<file path="src/rtl/ioctl_pkg.sv">
// rtl/ioctl_pkg.sv - shared types and constants for the ioctl download sender
package ioctl_pkg;

    localparam int IOCTL_ADDR_W = 27;
    localparam int IOCTL_DATA_W = 16;

    localparam logic [7:0] IOCTL_IDX_ROM   = 8'h00;
    localparam logic [7:0] IOCTL_IDX_NVRAM = 8'h01;

    typedef enum logic [2:0] {
        ST_IDLE,
        ST_SETUP,
        ST_LO,
        ST_HI,
        ST_WRITE,
        ST_GAP,
        ST_TAIL
    } ioctl_state_e;

endpackage

</file>
<file path="src/rtl/ioctl_word_packer.sv">
// rtl/ioctl_word_packer.sv - little-endian byte-to-word assembly with odd-length pad
//
// Ports:
//   clk_sys, rst_sys : clock, synchronous active-high reset (clears word and flag)
//   load_lo_i        : accept data_i as the low byte of a new word
//   load_hi_i        : accept data_i as the high byte of the current word
//   data_i           : incoming byte
//   last_i           : incoming byte is the final byte of the frame
//   word_o           : assembled word (first byte in [7:0])
//   last_o           : assembled word is the final word of the frame
module ioctl_word_packer #(
    parameter logic [7:0] PAD_BYTE = 8'h00
) (
    input  logic        clk_sys,
    input  logic        rst_sys,
    input  logic        load_lo_i,
    input  logic        load_hi_i,
    input  logic [7:0]  data_i,
    input  logic        last_i,
    output logic [15:0] word_o,
    output logic        last_o
);

    logic [15:0] word_q, word_d;
    logic        last_q, last_d;

    always_comb begin
        word_d = word_q;
        last_d = last_q;
        if (load_lo_i) begin
            word_d[7:0] = data_i;
            last_d      = last_i;
            // A frame ending on a low byte still produces a full word.
            if (last_i) begin
                word_d[15:8] = PAD_BYTE;
            end
        end else if (load_hi_i) begin
            word_d[15:8] = data_i;
            last_d       = last_i;
        end
    end

    always_ff @(posedge clk_sys) begin
        if (rst_sys) begin
            word_q <= '0;
            last_q <= 1'b0;
        end else begin
            word_q <= word_d;
            last_q <= last_d;
        end
    end

    assign word_o = word_q;
    assign last_o = last_q;

endmodule

</file>
<file path="src/rtl/ioctl_sender.sv">
// rtl/ioctl_sender.sv - initiator for the 16-bit ioctl download bus
//
// Optional feature macro: IOCTL_SENDER_CHECKSUM_EN (running 16-bit word sum).
//
// Ports:
//   clk_sys, rst_sys        : clock, synchronous active-high reset
//   start, index            : frame request (honoured in IDLE only) and its index
//   s_valid/s_ready/s_data/s_last : byte stream input
//   ioctl_download          : frame active
//   ioctl_index             : latched frame index
//   ioctl_wr                : one-cycle write strobe
//   ioctl_addr              : even byte address of the current word
//   ioctl_dout              : current word, first byte in [7:0]
//   ioctl_wait              : responder back-pressure
//   busy                    : not idle
//   done                    : pulse on the cycle ioctl_download falls
//   checksum                : sum of written words (zero when feature disabled)
module ioctl_sender
    import ioctl_pkg::*;
#(
    parameter int         SETUP_CYCLES = 4,
    parameter int         MIN_GAP      = 2,
    parameter logic [7:0] PAD_BYTE     = 8'h00,
    parameter int         ADDR_W       = IOCTL_ADDR_W
) (
    input  logic                    clk_sys,
    input  logic                    rst_sys,
    input  logic                    start,
    input  logic [7:0]              index,
    input  logic                    s_valid,
    output logic                    s_ready,
    input  logic [7:0]              s_data,
    input  logic                    s_last,
    output logic                    ioctl_download,
    output logic [7:0]              ioctl_index,
    output logic                    ioctl_wr,
    output logic [ADDR_W-1:0]       ioctl_addr,
    output logic [IOCTL_DATA_W-1:0] ioctl_dout,
    input  logic                    ioctl_wait,
    output logic                    busy,
    output logic                    done,
    output logic [15:0]             checksum
);

    ioctl_state_e      state_q, state_d;
    logic [15:0]       cnt_q, cnt_d;
    logic              download_q, download_d;
    logic [7:0]        index_q, index_d;
    logic              wr_q, wr_d;
    logic [ADDR_W-1:0] addr_q, addr_d;
    logic              done_q, done_d;

    logic              load_lo;
    logic              load_hi;
    logic              word_last;
    logic              start_ok;
    logic              write_go;

    assign s_ready  = (state_q == ST_LO) || (state_q == ST_HI);
    assign load_lo  = (state_q == ST_LO) && s_valid;
    assign load_hi  = (state_q == ST_HI) && s_valid;
    assign start_ok = (state_q == ST_IDLE) && start;
    assign write_go = (state_q == ST_WRITE) && !ioctl_wait;

    ioctl_word_packer #(
        .PAD_BYTE (PAD_BYTE)
    ) u_packer (
        .clk_sys   (clk_sys),
        .rst_sys   (rst_sys),
        .load_lo_i (load_lo),
        .load_hi_i (load_hi),
        .data_i    (s_data),
        .last_i    (s_last),
        .word_o    (ioctl_dout),
        .last_o    (word_last)
    );

    always_comb begin
        state_d    = state_q;
        cnt_d      = cnt_q;
        download_d = download_q;
        index_d    = index_q;
        wr_d       = 1'b0;
        addr_d     = addr_q;
        done_d     = 1'b0;

        unique case (state_q)
            ST_IDLE: begin
                if (start) begin
                    index_d    = index;
                    download_d = 1'b1;
                    addr_d     = '0;
                    cnt_d      = '0;
                    state_d    = ST_SETUP;
                end
            end
            ST_SETUP: begin
                if (cnt_q == 16'(SETUP_CYCLES - 1)) begin
                    cnt_d   = '0;
                    state_d = ST_LO;
                end else begin
                    cnt_d = cnt_q + 16'd1;
                end
            end
            ST_LO: begin
                if (s_valid) begin
                    state_d = s_last ? ST_WRITE : ST_HI;
                end
            end
            ST_HI: begin
                if (s_valid) begin
                    state_d = ST_WRITE;
                end
            end
            ST_WRITE: begin
                if (!ioctl_wait) begin
                    wr_d    = 1'b1;
                    cnt_d   = '0;
                    state_d = ST_GAP;
                end
            end
            ST_GAP: begin
                // The first GAP cycle is the strobe cycle; the address moves
                // only once the responder has seen the current one.
                if (cnt_q == 16'd0) begin
                    addr_d = addr_q + ADDR_W'(2);
                end
                if (cnt_q == 16'(MIN_GAP - 1)) begin
                    cnt_d   = '0;
                    state_d = word_last ? ST_TAIL : ST_LO;
                end else begin
                    cnt_d = cnt_q + 16'd1;
                end
            end
            ST_TAIL: begin
                if (cnt_q == 16'(SETUP_CYCLES - 1)) begin
                    cnt_d      = '0;
                    download_d = 1'b0;
                    done_d     = 1'b1;
                    state_d    = ST_IDLE;
                end else begin
                    cnt_d = cnt_q + 16'd1;
                end
            end
            default: begin
                state_d = ST_IDLE;
            end
        endcase
    end

    always_ff @(posedge clk_sys) begin
        if (rst_sys) begin
            state_q    <= ST_IDLE;
            cnt_q      <= '0;
            download_q <= 1'b0;
            index_q    <= '0;
            wr_q       <= 1'b0;
            addr_q     <= '0;
            done_q     <= 1'b0;
        end else begin
            state_q    <= state_d;
            cnt_q      <= cnt_d;
            download_q <= download_d;
            index_q    <= index_d;
            wr_q       <= wr_d;
            addr_q     <= addr_d;
            done_q     <= done_d;
        end
    end

`ifdef IOCTL_SENDER_CHECKSUM_EN
    logic [15:0] sum_q, sum_d;

    // Accumulate on the edge that raises ioctl_wr so the sum already covers
    // the word being strobed; it then holds until the next accepted start.
    always_comb begin
        sum_d = sum_q;
        if (start_ok) begin
            sum_d = '0;
        end else if (write_go) begin
            sum_d = sum_q + ioctl_dout;
        end
    end

    always_ff @(posedge clk_sys) begin
        if (rst_sys) begin
            sum_q <= '0;
        end else begin
            sum_q <= sum_d;
        end
    end

    assign checksum = sum_q;
`else
    logic unused_ok;
    assign unused_ok = start_ok ^ write_go;
    assign checksum  = 16'h0000;
`endif

    assign ioctl_download = download_q;
    assign ioctl_index    = index_q;
    assign ioctl_wr       = wr_q;
    assign ioctl_addr     = addr_q;
    assign busy           = (state_q != ST_IDLE);
    assign done           = done_q;

endmodule

</file>
<file path="config.mk">
export PLATFORM = sky130hd
export DESIGN_NAME = ioctl_sender
export DESIGN_NICKNAME = d
export VERILOG_FILES = /design/src/rtl/ioctl_pkg.sv /design/src/rtl/ioctl_word_packer.sv /design/src/rtl/ioctl_sender.sv
export SDC_FILE = /design/constraint.sdc
export NUM_CORES = 1
export LEC_CHECK = 0
export ABC_AREA = 0
export BUFFER_PORTS_ARGS = -buffer_cell sky130_fd_sc_hd__buf_2
export CORE_ASPECT_RATIO = 1.25
export CORE_MARGIN = 4
export CORE_UTILIZATION = 53
export DETAILED_ROUTE_END_ITERATION = 6
export HOLD_SLACK_MARGIN = 0.12
export PLACE_DENSITY = 0.8
export SLEW_MARGIN = 15
export SYNTH_ARGS = -nofsm -noshare
export SYNTH_HDL_FRONTEND = slang
export SYNTH_SLANG_ARGS = --single-unit
</file>
<file path="constraint.sdc">
create_clock -name clk_sys -period 2.5 [get_ports clk_sys]
set_clock_uncertainty 0.1 [all_clocks]
set_input_delay 0.375 -clock clk_sys [delete_from_list [all_inputs] [get_ports clk_sys]]
set_output_delay 0.375 -clock clk_sys [all_outputs]
set_load 0.01 [all_outputs]
</file>
# After elaboration in Yosys (flattened, before gate mapping)
# Cells that the tools add are included.
[totals]
register_bits = 74
input_bits = 22
out_inout_bits = 72
elab_cells = 78
[classes]
add_sub_neg = 2
eq_ne = 17
mux = 28
n_bitwise = 2
reduce_logical = 19
[ops]
columns = ["cell", "count"]
rows = [
  ["$mux W16", 4],
  ["$pmux W16 S4", 1],
  ["$mux W27", 2],
  ["$pmux W27 S2", 1],
  ["$add A27 B2 Y27 const B", 1],
  ["$mux W3", 9],
  ["$mux W8", 3],
  ["$pmux W3 S7", 1],
  ["$ne A2 B2 Y1 const B", 9],
  ["$add A16 B1 Y16 const B", 1],
  ["$eq A16 B1 Y1 const B", 1],
  ["$eq A16 B2 Y1 const B", 1],
  ["$logic_not A16 Y1", 1],
  ["$eq A3 B3 Y1 const B", 3],
  ["$reduce_and A3 Y1", 3],
  ["$reduce_and A7 Y1", 1],
  ["$eq A3 B2 Y1 const B", 2],
  ["$mux W1", 6],
  ["$reduce_bool A2 Y1", 3],
  ["$reduce_or A2 Y1", 3],
  ["$reduce_and A2 Y1", 2],
  ["$reduce_bool A4 Y1", 1],
  ["$eq A3 B1 Y1 const B", 1],
  ["$logic_not A3 Y1", 1],
  ["other kinds (5)", 7],
]

# Depth between registers and ports, before layout
# Gate-level depths: netlist (run 1).
[depth]
word_depth = 4
ltp_mapped = 9

# Hierarchy
# A second synthesis (run 1) with hierarchy kept.
[unflattened]
cells_unflattened = 439
hier_area_um2 = 3721.1
[by_module_without_submodules]
columns = ["mod", "n_inst", "cells_per_inst", "area_per_inst_um2", "seq_area_each_um2"]
rows = [
  ["ioctl_sender", 1, 364, 2961.6, 1121.1],
  ["ioctl_word_packer", 1, 75, 759.5, 340.3],
]

# Least setup slack after synthesis (run 1)
# OpenSTA, ideal clock, no wires.
[synth_path]
kind = "register to register"
start = "reg addr_q[5] (netlist: ioctl_addr[5])"
end = "reg addr_q[24] (netlist: ioctl_addr[24])"
arrival_time_ps = 2056
required_time_ps = 2340
slack_ps = 284
path_stages_with_launch = 6
n_path_buf = 0
synth_period_minus_slack_ps = 2216
cell_sequence = "dfxtp_1 > nand4_2 > or4_1 > or3_4 > or4_1 > nand2_1"
[synth_via]
elab_chain_len = 3
[synth_lines]
columns = ["item", "line", "text"]
rows = [
  ["start: declaration", "ioctl_sender.sv:50", "logic [ADDR_W-1:0] addr_q, addr_d;"],
  ["start signal: assignment", "ioctl_sender.sv:166", "addr_q <= addr_d;"],
  ["$add A27 B2 Y27", "ioctl_sender.sv:126", "addr_d = addr_q + ADDR_W'(2);"],
  ["$mux W27", "ioctl_sender.sv:125", "if (cnt_q == 16'd0) begin"],
  ["$pmux W27 S2", "ioctl_sender.sv:87", "unique case (state_q)"],
]
# Every way passes these cells. The select of a mux whose other input is x is not followed.
# A chain may end at the register's enable or synchronous reset.

# Worst setup path in the final report (run 1)
[layout_path]
start = "reg addr_q[5] (netlist: ioctl_addr[5])"
end = "reg addr_q[26] (netlist: ioctl_addr[26])"
# The elaborated chain is that of the path after synthesis.

==> impl_metrics.xml, run 1 <==
<?xml version="1.0" encoding="UTF-8"?>
<metrics>
  <group name="outcome">
    <metric name="status" unit="">finished clean</metric>
  </group>
  <group name="logic_synthesis">
    <metric name="netlist.top_cell.by_area" unit="">sky130_fd_sc_hd__dfxtp_1</metric>
    <metric name="syn_inst_count" unit="">428</metric>
    <metric name="synth-warning-count" unit="">0</metric>
    <metric name="synth-seq-cells" unit="">73</metric>
    <metric name="synth_area" unit="um^2">3520</metric>
    <metric name="post_synth.cell_area_avg" unit="um^2">8.24</metric>
    <metric name="proportion_of_synthesized_chip_area_in_sequential_cells" unit="%">41.5</metric>
    <metric name="synth-main-ff-cell" unit="">sky130_fd_sc_hd__dfxtp_1</metric>
    <metric name="synth_cell_types" unit="">51</metric>
    <metric name="synth-edff-count" unit="">0</metric>
    <metric name="ys_async_sr_fraction" unit="%">0</metric>
    <metric name="synth_top_cells_by_area" unit="">sky130_fd_sc_hd__dfxtp_1, sky130_fd_sc_hd__a21oi_1, sky130_fd_sc_hd__nor2_1</metric>
    <metric name="post-synth-top-area-fraction" unit="%">41.5</metric>
  </group>
  <group name="finish">
    <metric name="fin_nets" unit="">536</metric>
    <metric name="area_delta_synth_final" unit="%">19.7</metric>
    <metric name="final_cell_count_no_fill" unit="">600</metric>
    <metric name="mostFrequentLayoutCell" unit="">sky130_fd_sc_hd__buf_2</metric>
    <metric name="insertedDiodeCount" unit="">0</metric>
    <metric name="fillers" unit="">537</metric>
    <metric name="final_layout_size_suffix_gt1_share" unit="%">23.9</metric>
    <metric name="layout.cells.most_common_list" unit="">sky130_fd_sc_hd__buf_2, sky130_fd_sc_hd__dfxtp_1, sky130_fd_sc_hd__nor2_1</metric>
  </group>
  <group name="clock_network">
    <metric name="clock_insertion_delay_at_the_later_pin_of_the_skew_report" unit="ns">0.35</metric>
    <metric name="tritoncts" unit="">done</metric>
    <metric name="cts.htree.levels" unit="">3</metric>
    <metric name="cts-root-buf" unit="">sky130_fd_sc_hd__clkbuf_8</metric>
    <metric name="clk_transition_reported_paths" unit="ns">0.08</metric>
    <metric name="post_cts.repair.setup_buffers" unit="">0</metric>
    <metric name="clockBufferDepth" unit="">2</metric>
    <metric name="cts_bufs_inserted" unit="">9</metric>
    <metric name="cts_sinks" unit="">73</metric>
  </group>
  <group name="route">
    <metric name="drt_first_pass_iters" unit="">4</metric>
    <metric name="residual_antenna_violating_net_count_after_detailed_routing" unit="">0</metric>
    <metric name="detail_route.iter0.violations" unit="">143</metric>
    <metric name="route.vias.total" unit="">3320</metric>
    <metric name="post_detailed_route_drc_marker_count" unit="">0</metric>
    <metric name="viasPerCell" unit="">5.53</metric>
    <metric name="routed_wire_length_per_instance" unit="um">13.9</metric>
    <metric name="totalWireLength" unit="um">8340</metric>
  </group>
  <group name="global_route">
    <metric name="grt_use_total" unit="%">21.5</metric>
    <metric name="overflow" unit="">0</metric>
    <metric name="grt_pass1_vias" unit="">3096</metric>
    <metric name="grt_pass1_wl" unit="um">13900</metric>
    <metric name="initial_antenna_violation_count" unit="">0</metric>
    <metric name="largest_net_degree_at_the_start_of_global_routing" unit="">39</metric>
  </group>
  <group name="sta">
    <metric name="final_sum_of_negative_setup_slack" unit="ns">0</metric>
    <metric name="rsz0062_at_grt" unit="">no</metric>
    <metric name="final-hold-violation-count" unit="">0</metric>
    <metric name="worst-slew-pin-transition" unit="ns">0.687</metric>
    <metric name="slew_headroom" unit="%">54.2</metric>
    <metric name="timing_max_transition_violations_final" unit="">0</metric>
    <metric name="max_freq" unit="GHz">0.422</metric>
    <metric name="setup_viol_count_final" unit="">0</metric>
    <metric name="final.period_utilization" unit="%">94.7</metric>
    <metric name="final_period_minus_worst_setup_slack" unit="ns">2.37</metric>
  </group>
  <group name="flow_run">
    <metric name="max-cap-violations" unit="">0</metric>
  </group>
  <group name="placement">
    <metric name="port_buffers" unit="">76</metric>
    <metric name="final_weighted_congestion_in_routability_driven_placement" unit="">0.934</metric>
    <metric name="detailedPlacementHpwl" unit="um">6100</metric>
    <metric name="dp_cells" unit="">584</metric>
  </group>
  <group name="min_path">
    <metric name="holdCritPathClass" unit="">in -&gt; reg</metric>
    <metric name="hold_start" unit="">index[3]</metric>
    <metric name="worst_hold_path.endpoint" unit="">ioctl_index[3]</metric>
    <metric name="worst_hold_depth" unit="">3</metric>
  </group>
  <group name="critical_path">
    <metric name="crit_path_max_fanout" unit="">7</metric>
    <metric name="rr_worst_depth" unit="">5</metric>
    <metric name="required_time_at_the_worst_slack_endpoint" unit="ns">2.68</metric>
    <metric name="reg2reg_to" unit="">ioctl_addr[26]</metric>
    <metric name="cp-end-kind" unit="">flip-flop</metric>
    <metric name="worst_r2r_startpoint" unit="">ioctl_addr[5]</metric>
    <metric name="critical_path_launch_point_type" unit="">flip-flop</metric>
    <metric name="timing.critical_path.arrival" unit="ns">2.55</metric>
    <metric name="crit_type" unit="">reg -&gt; reg</metric>
    <metric name="r2r_setup_slack" unit="ns">0.13</metric>
  </group>
  <group name="die">
    <metric name="floorplan.die.width" unit="um">80.9</metric>
    <metric name="placementRows" unit="">32</metric>
    <metric name="fp.dieH" unit="um">99.2</metric>
    <metric name="floorplan.die_area" unit="um^2">8030</metric>
    <metric name="ioPinCount" unit="">94</metric>
    <metric name="start_util" unit="%">55.7</metric>
    <metric name="core_region_area" unit="um^2">6330</metric>
  </group>
  <group name="power_and_ir_drop">
    <metric name="power.clock.fraction" unit="%">30.5</metric>
    <metric name="intPower" unit="mW">2.15</metric>
    <metric name="leakage" unit="nW">1.65</metric>
    <metric name="power.density" unit="nW/um^2">757</metric>
    <metric name="switching_power" unit="mW">1.04</metric>
    <metric name="vdd_drop_max" unit="uV">415</metric>
    <metric name="power.sequential.fraction" unit="%">41.1</metric>
    <metric name="swShare" unit="%">32.7</metric>
    <metric name="comb_power_share" unit="%">28.3</metric>
    <metric name="totalPowerFinal" unit="mW">3.19</metric>
  </group>
</metrics>
-- area by class of cell --
class	count	area (um^2)	share of cell area (%)
Inverter	15	56.3	1.33
Clock inverter	4	50.0	1.19
Multi-Input combinational cell	319	1880	44.5
Timing Repair Buffer	92	500	11.9
Sequential cell	73	1460	34.6
Clock buffer	12	165	3.91
Tap cell	85	106	2.52
-- logic make-up (layout without fill, tap and decap cells) --
kind of cell    after synthesis  in the layout  share of synthesized area [%]
compound gates               88             88                           14.6
buf+inv                      52            123                           7.49
mux                          13             13                           3.76
xor+xnor                     11             11                           2.73
fa+ha+maj                     4              4                           1.42
flops                        73             73                           41.5
other cells                   1             17                          0.106
simple gates                186            186                           28.4
-- Yosys cell counts, types with 2 or more instances --
library cell	number
sky130_fd_sc_hd__xnor2_1	10
sky130_fd_sc_hd__a32oi_1	2
sky130_fd_sc_hd__a31oi_1	2
sky130_fd_sc_hd__nand3_1	20
sky130_fd_sc_hd__and2_1	3
sky130_fd_sc_hd__inv_1	14
sky130_fd_sc_hd__nor3b_1	2
sky130_fd_sc_hd__dfxtp_1	73
sky130_fd_sc_hd__buf_4	18
sky130_fd_sc_hd__and3_1	4
sky130_fd_sc_hd__nand4_1	4
sky130_fd_sc_hd__mux2_2	2
sky130_fd_sc_hd__a21oi_1	40
sky130_fd_sc_hd__or3_4	2
sky130_fd_sc_hd__o31ai_1	6
sky130_fd_sc_hd__nand3b_1	4
sky130_fd_sc_hd__nor2_1	41
sky130_fd_sc_hd__nor4b_1	3
sky130_fd_sc_hd__or2_2	4
sky130_fd_sc_hd__o21ai_0	21
sky130_fd_sc_hd__clkbuf_1	18
sky130_fd_sc_hd__nor3_1	7
sky130_fd_sc_hd__mux2i_1	11
sky130_fd_sc_hd__nand2_1	40
sky130_fd_sc_hd__ha_1	4
sky130_fd_sc_hd__and3b_1	2
sky130_fd_sc_hd__nor4_1	11
sky130_fd_sc_hd__a22oi_1	8
sky130_fd_sc_hd__or4_1	8
sky130_fd_sc_hd__and4_1	5
sky130_fd_sc_hd__or3_1	19
-- power groups by stage --
stage / clock (mW) / combinational (mW) / sequential [mW]
2_1_floorplan: 0 / 0.602 / 1.33
3_3_place_gp: 0 / 0.874 / 1.33
3_5_place_dp: 0 / 0.894 / 1.34
4_1_cts: 0.989 / 0.900 / 1.31
5_1_grt: 1.05 / 0.998 / 1.33
6_report: 0.975 / 0.904 / 1.31
-- routing by layer --
layer | wire length (um) | GRT usage [%] | vias to the layer above | share of wire, %
met3 | 498 | 5.34 | 15 | 6.0
met1 | 3390 | 24.8 | 1547 | 41
li1 | - | - | 1665 | -
met2 | 4310 | 37.6 | 93 | 52
met5 | 0 | 0 | - | 0
met4 | 137 | 8.06 | 0 | 1.6
-- worst max path at each step --
stage,startpoint,to,slack [ns],cells after the start
2_1_floorplan,ioctl_addr[5],ioctl_addr[24],0.28,5
6_report,ioctl_addr[5],ioctl_addr[26],0.13,5
5_1_grt,ioctl_addr[5],ioctl_addr[26],0.006,5
3_3_place_gp,state_q[0],cnt_q[15],0.19,5
3_5_place_dp,state_q[0],cnt_q[15],0.17,5
4_1_cts,ioctl_addr[5],ioctl_addr[26],0.14,5
-- state kept, by name, indices dropped and copies added, names as in the netlist, 3 cells and up --
| signal | cells |
|---|---|
| state_q | 3 |
| cnt_q | 16 |
| ioctl_addr | 26 |
| u_packer.word_o | 16 |
| ioctl_index | 8 |
-- critical path, stage by stage (launching register included) --
cell	delay, ns
sky130_fd_sc_hd__dfxtp_1	0.44
sky130_fd_sc_hd__nand4_2	0.20
sky130_fd_sc_hd__or4_1	0.64
sky130_fd_sc_hd__or3_4	0.44
sky130_fd_sc_hd__nor3_1	0.28
sky130_fd_sc_hd__mux2i_1	0.21
-- per-stage QoR --
step                      cell area [um^2]  utilization [%]  hold WS [ns]  setup WS [ns]
after floorplan                       3580                -         0.336          0.284
after global placement                3980             63.0         0.340          0.190
after detailed placement              3980             63.0         0.346          0.173
after CTS                             4200             66.4         0.149          0.140
after global routing                  4220             66.7         0.148        0.00559
final                                 4220             66.7         0.161          0.132
-- repair_timing --
action                                  4_1_cts  5_1_grt
endpoints found under the setup margin        0        7
hold buffers                                  0        0
resized for setup                             0        3
(Power assumes the default switching activity.)
==> run 2: changes to the inputs <==
- CELL_PAD_IN_SITES_DETAIL_PLACEMENT: not set -> 1
- CELL_PAD_IN_SITES_GLOBAL_PLACEMENT: not set -> 2
- CORE_UTILIZATION: 53 -> 30
- PLACE_DENSITY: 0.8 -> not set
- PLACE_DENSITY_LB_ADDON: not set -> 0.1
==> impl_metrics.xml, run 2 (same netlist as run 1, synthesis figures left out) <==
<?xml version="1.0" encoding="UTF-8"?>
<metrics>
  <group name="power_and_ir_drop">
    <metric name="totalPowerFinal" unit="mW">3.74</metric>
    <metric name="vdd_drop_max" unit="uV">313</metric>
    <metric name="leakage" unit="nW">1.75</metric>
    <metric name="power.density" unit="nW/um^2">837</metric>
  </group>
  <group name="critical_path">
    <metric name="critical_path.startpoint" unit="">cnt_q[13]</metric>
    <metric name="crit_chain" unit="">nor4_1 -&gt; and4_1 -&gt; a32oi_1 -&gt; buf_12 -&gt; or4_1 -&gt; a21oi_1</metric>
    <metric name="timing.critical_path.slowest_stage_cell" unit="">sky130_fd_sc_hd__or4_1</metric>
    <metric name="rr_worst_depth" unit="">6</metric>
    <metric name="reg2reg_to" unit="">ioctl_addr[15]</metric>
    <metric name="crit_path_max_fanout" unit="">14</metric>
    <metric name="critical_path_launch_point_type" unit="">flip-flop</metric>
    <metric name="timing.critical_path.arrival" unit="ns">2.48</metric>
    <metric name="worst_r2r_startpoint" unit="">cnt_q[13]</metric>
    <metric name="crit_type" unit="">reg -&gt; reg</metric>
    <metric name="cpLargestDelayFamily" unit="">simple AND/OR/NAND/NOR gates</metric>
    <metric name="cpPeakStageDelay" unit="ns">0.50</metric>
    <metric name="required_time_at_the_worst_slack_endpoint" unit="ns">2.66</metric>
    <metric name="worst-path-buf-inv" unit="">1</metric>
    <metric name="r2r_setup_slack" unit="ns">0.18</metric>
    <metric name="cp-end-kind" unit="">flip-flop</metric>
  </group>
  <group name="die">
    <metric name="ioPinCount" unit="">94</metric>
    <metric name="core_region_area" unit="um^2">11600</metric>
    <metric name="floorplan.die_area" unit="um^2">13600</metric>
    <metric name="floorplan.die.width" unit="um">105</metric>
    <metric name="start_util" unit="%">30.5</metric>
    <metric name="placementRows" unit="">44</metric>
    <metric name="fp.dieH" unit="um">129</metric>
  </group>
  <group name="finish">
    <metric name="layout.cells.most_common_list" unit="">sky130_fd_sc_hd__buf_2, sky130_fd_sc_hd__dfxtp_1, sky130_fd_sc_hd__nor2_1</metric>
    <metric name="mostFrequentLayoutCell" unit="">sky130_fd_sc_hd__buf_2</metric>
    <metric name="insertedDiodeCount" unit="">0</metric>
    <metric name="fin_nets" unit="">543</metric>
    <metric name="fillers" unit="">1423</metric>
    <metric name="largest_reg_flops" unit="">26</metric>
    <metric name="area_delta_synth_final" unit="%">26.9</metric>
    <metric name="final_layout_size_suffix_gt1_share" unit="%">24.1</metric>
  </group>
  <group name="flow_run">
    <metric name="max-cap-violations" unit="">0</metric>
  </group>
  <group name="min_path">
    <metric name="hold_start" unit="">index[5]</metric>
    <metric name="worst_hold_path.endpoint" unit="">ioctl_index[5]</metric>
    <metric name="worst_hold_depth" unit="">3</metric>
    <metric name="holdCritPathClass" unit="">in -&gt; reg</metric>
  </group>
  <group name="clock_network">
    <metric name="post_cts.repair.setup_buffers" unit="">0</metric>
    <metric name="cts_sinks" unit="">73</metric>
    <metric name="clk_transition_reported_paths" unit="ns">0.06</metric>
    <metric name="clockBufferDepth" unit="">2</metric>
    <metric name="tritoncts" unit="">done</metric>
    <metric name="cts-root-buf" unit="">sky130_fd_sc_hd__clkbuf_16</metric>
    <metric name="clock_insertion_delay_at_the_later_pin_of_the_skew_report" unit="ns">0.33</metric>
    <metric name="postCtsResizedCells" unit="">0</metric>
    <metric name="cts.htree.levels" unit="">3</metric>
    <metric name="cts_bufs_inserted" unit="">9</metric>
    <metric name="ctsHoldBuffers" unit="">0</metric>
  </group>
  <group name="placement">
    <metric name="detailedPlacementHpwl" unit="um">7470</metric>
    <metric name="placement.setup.worst_slack" unit="ns">0.205</metric>
    <metric name="final_weighted_congestion_in_routability_driven_placement" unit="">0.773</metric>
    <metric name="port_buffers" unit="">76</metric>
  </group>
  <group name="global_route">
    <metric name="grt_pass1_wl" unit="um">16900</metric>
    <metric name="initial_antenna_violation_count" unit="">0</metric>
    <metric name="grt_pass1_vias" unit="">3383</metric>
    <metric name="largest_net_degree_at_the_start_of_global_routing" unit="">39</metric>
    <metric name="overflow" unit="">0</metric>
    <metric name="grt_use_total" unit="%">15.3</metric>
  </group>
  <group name="sta">
    <metric name="finalHoldWorstSlack" unit="ns">0.178</metric>
    <metric name="fin_ws" unit="ns">0.181</metric>
    <metric name="setup_viol_count_final" unit="">0</metric>
    <metric name="max_freq" unit="GHz">0.431</metric>
    <metric name="worst-slew-pin-transition" unit="ns">0.576</metric>
    <metric name="final_sum_of_negative_setup_slack" unit="ns">0</metric>
    <metric name="rsz0062_at_grt" unit="">no</metric>
    <metric name="final.period_utilization" unit="%">92.8</metric>
    <metric name="slew_headroom" unit="%">61.5</metric>
    <metric name="final-hold-violation-count" unit="">0</metric>
    <metric name="timing_max_transition_violations_final" unit="">0</metric>
    <metric name="final_period_minus_worst_setup_slack" unit="ns">2.32</metric>
  </group>
  <group name="route">
    <metric name="totalWireLength" unit="um">10200</metric>
    <metric name="residual_antenna_violating_net_count_after_detailed_routing" unit="">0</metric>
    <metric name="route.vias.total" unit="">3365</metric>
    <metric name="routed_wire_length_per_instance" unit="um">15.4</metric>
    <metric name="post_detailed_route_drc_marker_count" unit="">0</metric>
    <metric name="viasPerCell" unit="">5.10</metric>
    <metric name="detail_route.iter0.violations" unit="">98</metric>
    <metric name="drt_first_pass_iters" unit="">4</metric>
  </group>
  <group name="outcome">
    <metric name="status" unit="">finished clean</metric>
  </group>
</metrics>
## run 2: worst max path at each step
stage                     endpoint  slack, ns  depth (start not counted)
floorplan           ioctl_addr[24]       0.28                          5
global placement    ioctl_addr[15]       0.25                          7
detailed placement  ioctl_addr[15]       0.20                          7
CTS                 ioctl_addr[15]       0.18                          7
global route        ioctl_addr[15]       0.02                          6
finish              ioctl_addr[15]       0.18                          6
## run 2: power breakdown
| part | switching (mW) | internal (mW) |
|---|---|---|
| clock | 0.502 | 1.00 |
| combinational | 0.585 | 0.361 |
| sequential | 0.0543 | 1.24 |
| total | 1.14 | 2.60 |
## run 2: cell type report
cell class | count | area [um^2] | area share [%]
multi-input combinational | 319 | 1860 | 41.6
clock buffer | 11 | 243 | 5.43
tap | 138 | 173 | 3.86
timing repair buffer | 99 | 578 | 12.9
inverter | 15 | 56.3 | 1.26
sequential | 73 | 1460 | 32.7
clock inverter | 5 | 103 | 2.29
## run 2: worst reg2reg max path, cell delays in order, from the launching register on
cell and delay [ns]:
sky130_fd_sc_hd__dfxtp_1 0.36, sky130_fd_sc_hd__nor4_1 0.41, sky130_fd_sc_hd__and4_1 0.36, sky130_fd_sc_hd__a32oi_1 0.17, sky130_fd_sc_hd__buf_12 0.21, sky130_fd_sc_hd__or4_1 0.50, sky130_fd_sc_hd__a21oi_1 0.15
## run 2: routing by layer
metal | up-vias | GRT usage [%] | wire [um]
li1 | 1677 | - | -
met1 | 1618 | 17.9 | 4450
met2 | 58 | 27.2 | 5170
met3 | 12 | 3.84 | 404
met4 | 0 | 5.64 | 159
met5 | - | 0 | 0
## run 2: metrics by stage
| step | util [%] | area, um^2 | cells |
|---|---|---|---|
| after floorplan | - | 3580 | 444 |
| after global placement | 35.7 | 4130 | 644 |
| after detailed placement | 35.7 | 4130 | 644 |
| after CTS | 38.7 | 4470 | 660 |
| after global routing | 38.7 | 4470 | 660 |
| final | 38.7 | 4470 | 660 |
==> run 3: changes to the inputs <==
- BUFFER_PORTS_ARGS: -buffer_cell sky130_fd_sc_hd__buf_2 -> -buffer_cell sky130_fd_sc_hd__clkbuf_2
- CORE_UTILIZATION: 30 -> 27
- clock period: 2.5 -> 2 ns (I/O delays scaled with it)
==> impl_metrics.xml, run 3 (same netlist as run 1, synthesis figures left out) <==
<?xml version="1.0" encoding="UTF-8"?>
<metrics>
  <group name="finish">
    <metric name="area_delta_synth_final" unit="%">51.0</metric>
    <metric name="largest_reg_flops" unit="">26</metric>
    <metric name="fillers" unit="">1498</metric>
    <metric name="fin_util" unit="%">41.8</metric>
    <metric name="layout.cells.most_common_list" unit="">sky130_fd_sc_hd__buf_4, sky130_fd_sc_hd__clkbuf_2, sky130_fd_sc_hd__dfxtp_1</metric>
    <metric name="final_cell_count_no_fill" unit="">765</metric>
    <metric name="final_layout_size_suffix_gt1_share" unit="%">39.5</metric>
    <metric name="insertedDiodeCount" unit="">0</metric>
    <metric name="mostFrequentLayoutCell" unit="">sky130_fd_sc_hd__buf_4</metric>
    <metric name="fin_nets" unit="">618</metric>
  </group>
  <group name="power_and_ir_drop">
    <metric name="switching_power" unit="mW">1.54</metric>
    <metric name="comb_power_share" unit="%">31.5</metric>
    <metric name="leakage" unit="nW">2.13</metric>
    <metric name="power.density" unit="nW/um^2">926</metric>
    <metric name="power.clock.fraction" unit="%">35.4</metric>
    <metric name="intPower" unit="mW">3.39</metric>
    <metric name="power.sequential.fraction" unit="%">33.2</metric>
    <metric name="vdd_drop_max" unit="uV">376</metric>
    <metric name="swShare" unit="%">31.2</metric>
  </group>
  <group name="critical_path">
    <metric name="worst_r2r_startpoint" unit="">cnt_q[15]</metric>
    <metric name="critical_path_launch_point_type" unit="">flip-flop</metric>
    <metric name="reg2reg_to" unit="">ioctl_addr[14]</metric>
    <metric name="timing.critical_path.arrival" unit="ns">2.18</metric>
    <metric name="rr_worst_depth" unit="">6</metric>
    <metric name="required_time_at_the_worst_slack_endpoint" unit="ns">2.16</metric>
    <metric name="crit_type" unit="">reg -&gt; reg</metric>
    <metric name="crit_path_max_fanout" unit="">18</metric>
    <metric name="r2r_setup_slack" unit="ns">-0.02</metric>
    <metric name="cp-end-kind" unit="">flip-flop</metric>
  </group>
  <group name="die">
    <metric name="floorplan.die_area" unit="um^2">15000</metric>
    <metric name="floorplan.die.width" unit="um">110</metric>
    <metric name="start_util" unit="%">27.7</metric>
    <metric name="core_region_area" unit="um^2">12700</metric>
    <metric name="placementRows" unit="">46</metric>
    <metric name="fp.dieH" unit="um">136</metric>
    <metric name="ioPinCount" unit="">94</metric>
  </group>
  <group name="clock_network">
    <metric name="clockBufferDepth" unit="">2</metric>
    <metric name="tritoncts" unit="">done</metric>
    <metric name="cts.htree.levels" unit="">3</metric>
    <metric name="clk_transition_reported_paths" unit="ns">0.06</metric>
    <metric name="cts-root-buf" unit="">sky130_fd_sc_hd__clkbuf_16</metric>
    <metric name="cts_bufs_inserted" unit="">9</metric>
    <metric name="clock_insertion_delay_at_the_later_pin_of_the_skew_report" unit="ns">0.33</metric>
    <metric name="cts_sinks" unit="">73</metric>
  </group>
  <group name="global_route">
    <metric name="grt_pass1_wl" unit="um">18800</metric>
    <metric name="overflow" unit="">0</metric>
    <metric name="largest_net_degree_at_the_start_of_global_routing" unit="">25</metric>
    <metric name="grt_pass1_vias" unit="">3864</metric>
    <metric name="grt_use_total" unit="%">15.8</metric>
    <metric name="initial_antenna_violation_count" unit="">0</metric>
  </group>
  <group name="sta">
    <metric name="rsz0062_at_grt" unit="">yes</metric>
    <metric name="max_freq" unit="GHz">0.496</metric>
    <metric name="setup_viol_count_final" unit="">3</metric>
    <metric name="timing_max_transition_violations_final" unit="">0</metric>
    <metric name="fin_ws" unit="ns">-0.0154</metric>
    <metric name="final-hold-violation-count" unit="">0</metric>
    <metric name="final.period_utilization" unit="%">101</metric>
    <metric name="final_sum_of_negative_setup_slack" unit="ns">-0.0387</metric>
    <metric name="final_period_minus_worst_setup_slack" unit="ns">2.02</metric>
    <metric name="finalHoldWorstSlack" unit="ns">0.132</metric>
  </group>
  <group name="route">
    <metric name="detail_route.iter0.violations" unit="">111</metric>
    <metric name="totalWireLength" unit="um">11400</metric>
    <metric name="viasPerCell" unit="">4.82</metric>
    <metric name="drt_first_pass_iters" unit="">4</metric>
    <metric name="post_detailed_route_drc_marker_count" unit="">0</metric>
    <metric name="route.vias.total" unit="">3689</metric>
    <metric name="routed_wire_length_per_instance" unit="um">14.9</metric>
    <metric name="residual_antenna_violating_net_count_after_detailed_routing" unit="">0</metric>
  </group>
  <group name="outcome">
    <metric name="failed_checks" unit="">setup timing</metric>
    <metric name="status" unit="">finished, violations left</metric>
  </group>
  <group name="placement">
    <metric name="dp_cells" unit="">732</metric>
    <metric name="port_buffers" unit="">76</metric>
    <metric name="detailedPlacementHpwl" unit="um">8640</metric>
    <metric name="final_weighted_congestion_in_routability_driven_placement" unit="">0.737</metric>
  </group>
  <group name="min_path">
    <metric name="hold_start" unit="">s_data[3]</metric>
    <metric name="holdCritPathClass" unit="">in -&gt; reg</metric>
    <metric name="worst_hold_path.endpoint" unit="">u_packer.word_o[3]</metric>
    <metric name="worst_hold_depth" unit="">3</metric>
  </group>
  <group name="flow_run">
    <metric name="max-cap-violations" unit="">0</metric>
  </group>
</metrics>
run 3: changes by cell type in the layout (fill, tap and decap cells not counted), moves of 4 or more:
cell,before,now
sky130_fd_sc_hd__buf_4,21,82
sky130_fd_sc_hd__dfxtp_2,0,10
sky130_fd_sc_hd__dfxtp_1,73,57
sky130_fd_sc_hd__buf_2,76,1
sky130_fd_sc_hd__dlygate4sd3_1,0,11
sky130_fd_sc_hd__nor4_2,0,4
sky130_fd_sc_hd__clkbuf_2,0,76
sky130_fd_sc_hd__dfxtp_4,0,6
sky130_fd_sc_hd__nor4_1,11,4
run 3: repair_timing:
item	CTS	global route
endpoints found under the hold margin	11	0
setup endpoints to repair	37	34
hold buffers	11	0
setup buffers	2	3
resized for setup	19	31
gates cloned	1	0
pin swaps	5	8
run 3: how the worst max path moves through the flow:
stage,to,slack [ns],startpoint,cells after the start
after floorplan,ioctl_addr[24],-0.06,ioctl_addr[6],5
after CTS,ioctl_addr[14],-0.04,cnt_q[11],6
after global placement,ioctl_addr[21],-0.13,cnt_q[6],6
final,ioctl_addr[14],-0.02,cnt_q[15],6
after detailed placement,ioctl_addr[19],-0.24,cnt_q[11],6
after global routing,ioctl_addr[22],-0.11,cnt_q[15],6
run 3: power by group through the flow:
stage	sequential (mW)	clock, mW	combinational (mW)
final	1.63	1.74	1.55
after global routing	1.65	1.86	1.71
after CTS	1.62	1.80	1.52
after detailed placement	1.65	0	1.40
after global placement	1.65	0	1.36
after floorplan	1.67	0	0.769
run 3: through the flow:
stage	setup slack [ns]	cell area [um^2]	total power, mW
after floorplan	-0.0591	3650	2.43
after global placement	-0.130	4650	3.01
after detailed placement	-0.239	4650	3.05
after CTS	-0.0413	5180	4.94
after global routing	-0.107	5320	5.22
final	-0.0154	5320	4.93
run 3: routing by layer:
| metal | track usage [%] | share of wire [%] |
|---|---|---|
| met4 | 4.72 | 1.2 |
| met2 | 28.8 | 53 |
| met1 | 18.5 | 42 |
| met5 | 0 | 0 |
| met3 | 2.91 | 3.7 |
run 3: final cells by class:
type	count	area (um^2)	share of cell area [%]
inverters	15	56.3	1.06
well taps	168	210	3.95
clock inverters	4	76.3	1.43
flip-flops and latches	73	1500	28.1
repair buffers	174	1160	21.9
multi-input cells	319	2070	38.9
clock buffers	12	246	4.63
run 3: worst max-delay path, cell delays in order (launching register included):
cell,delay (ns)
sky130_fd_sc_hd__dfxtp_2,0.33
sky130_fd_sc_hd__nor4_4,0.33
sky130_fd_sc_hd__and4_4,0.30
sky130_fd_sc_hd__a32oi_1,0.10
sky130_fd_sc_hd__buf_12,0.18
sky130_fd_sc_hd__or4_1,0.46
sky130_fd_sc_hd__a21oi_1,0.14
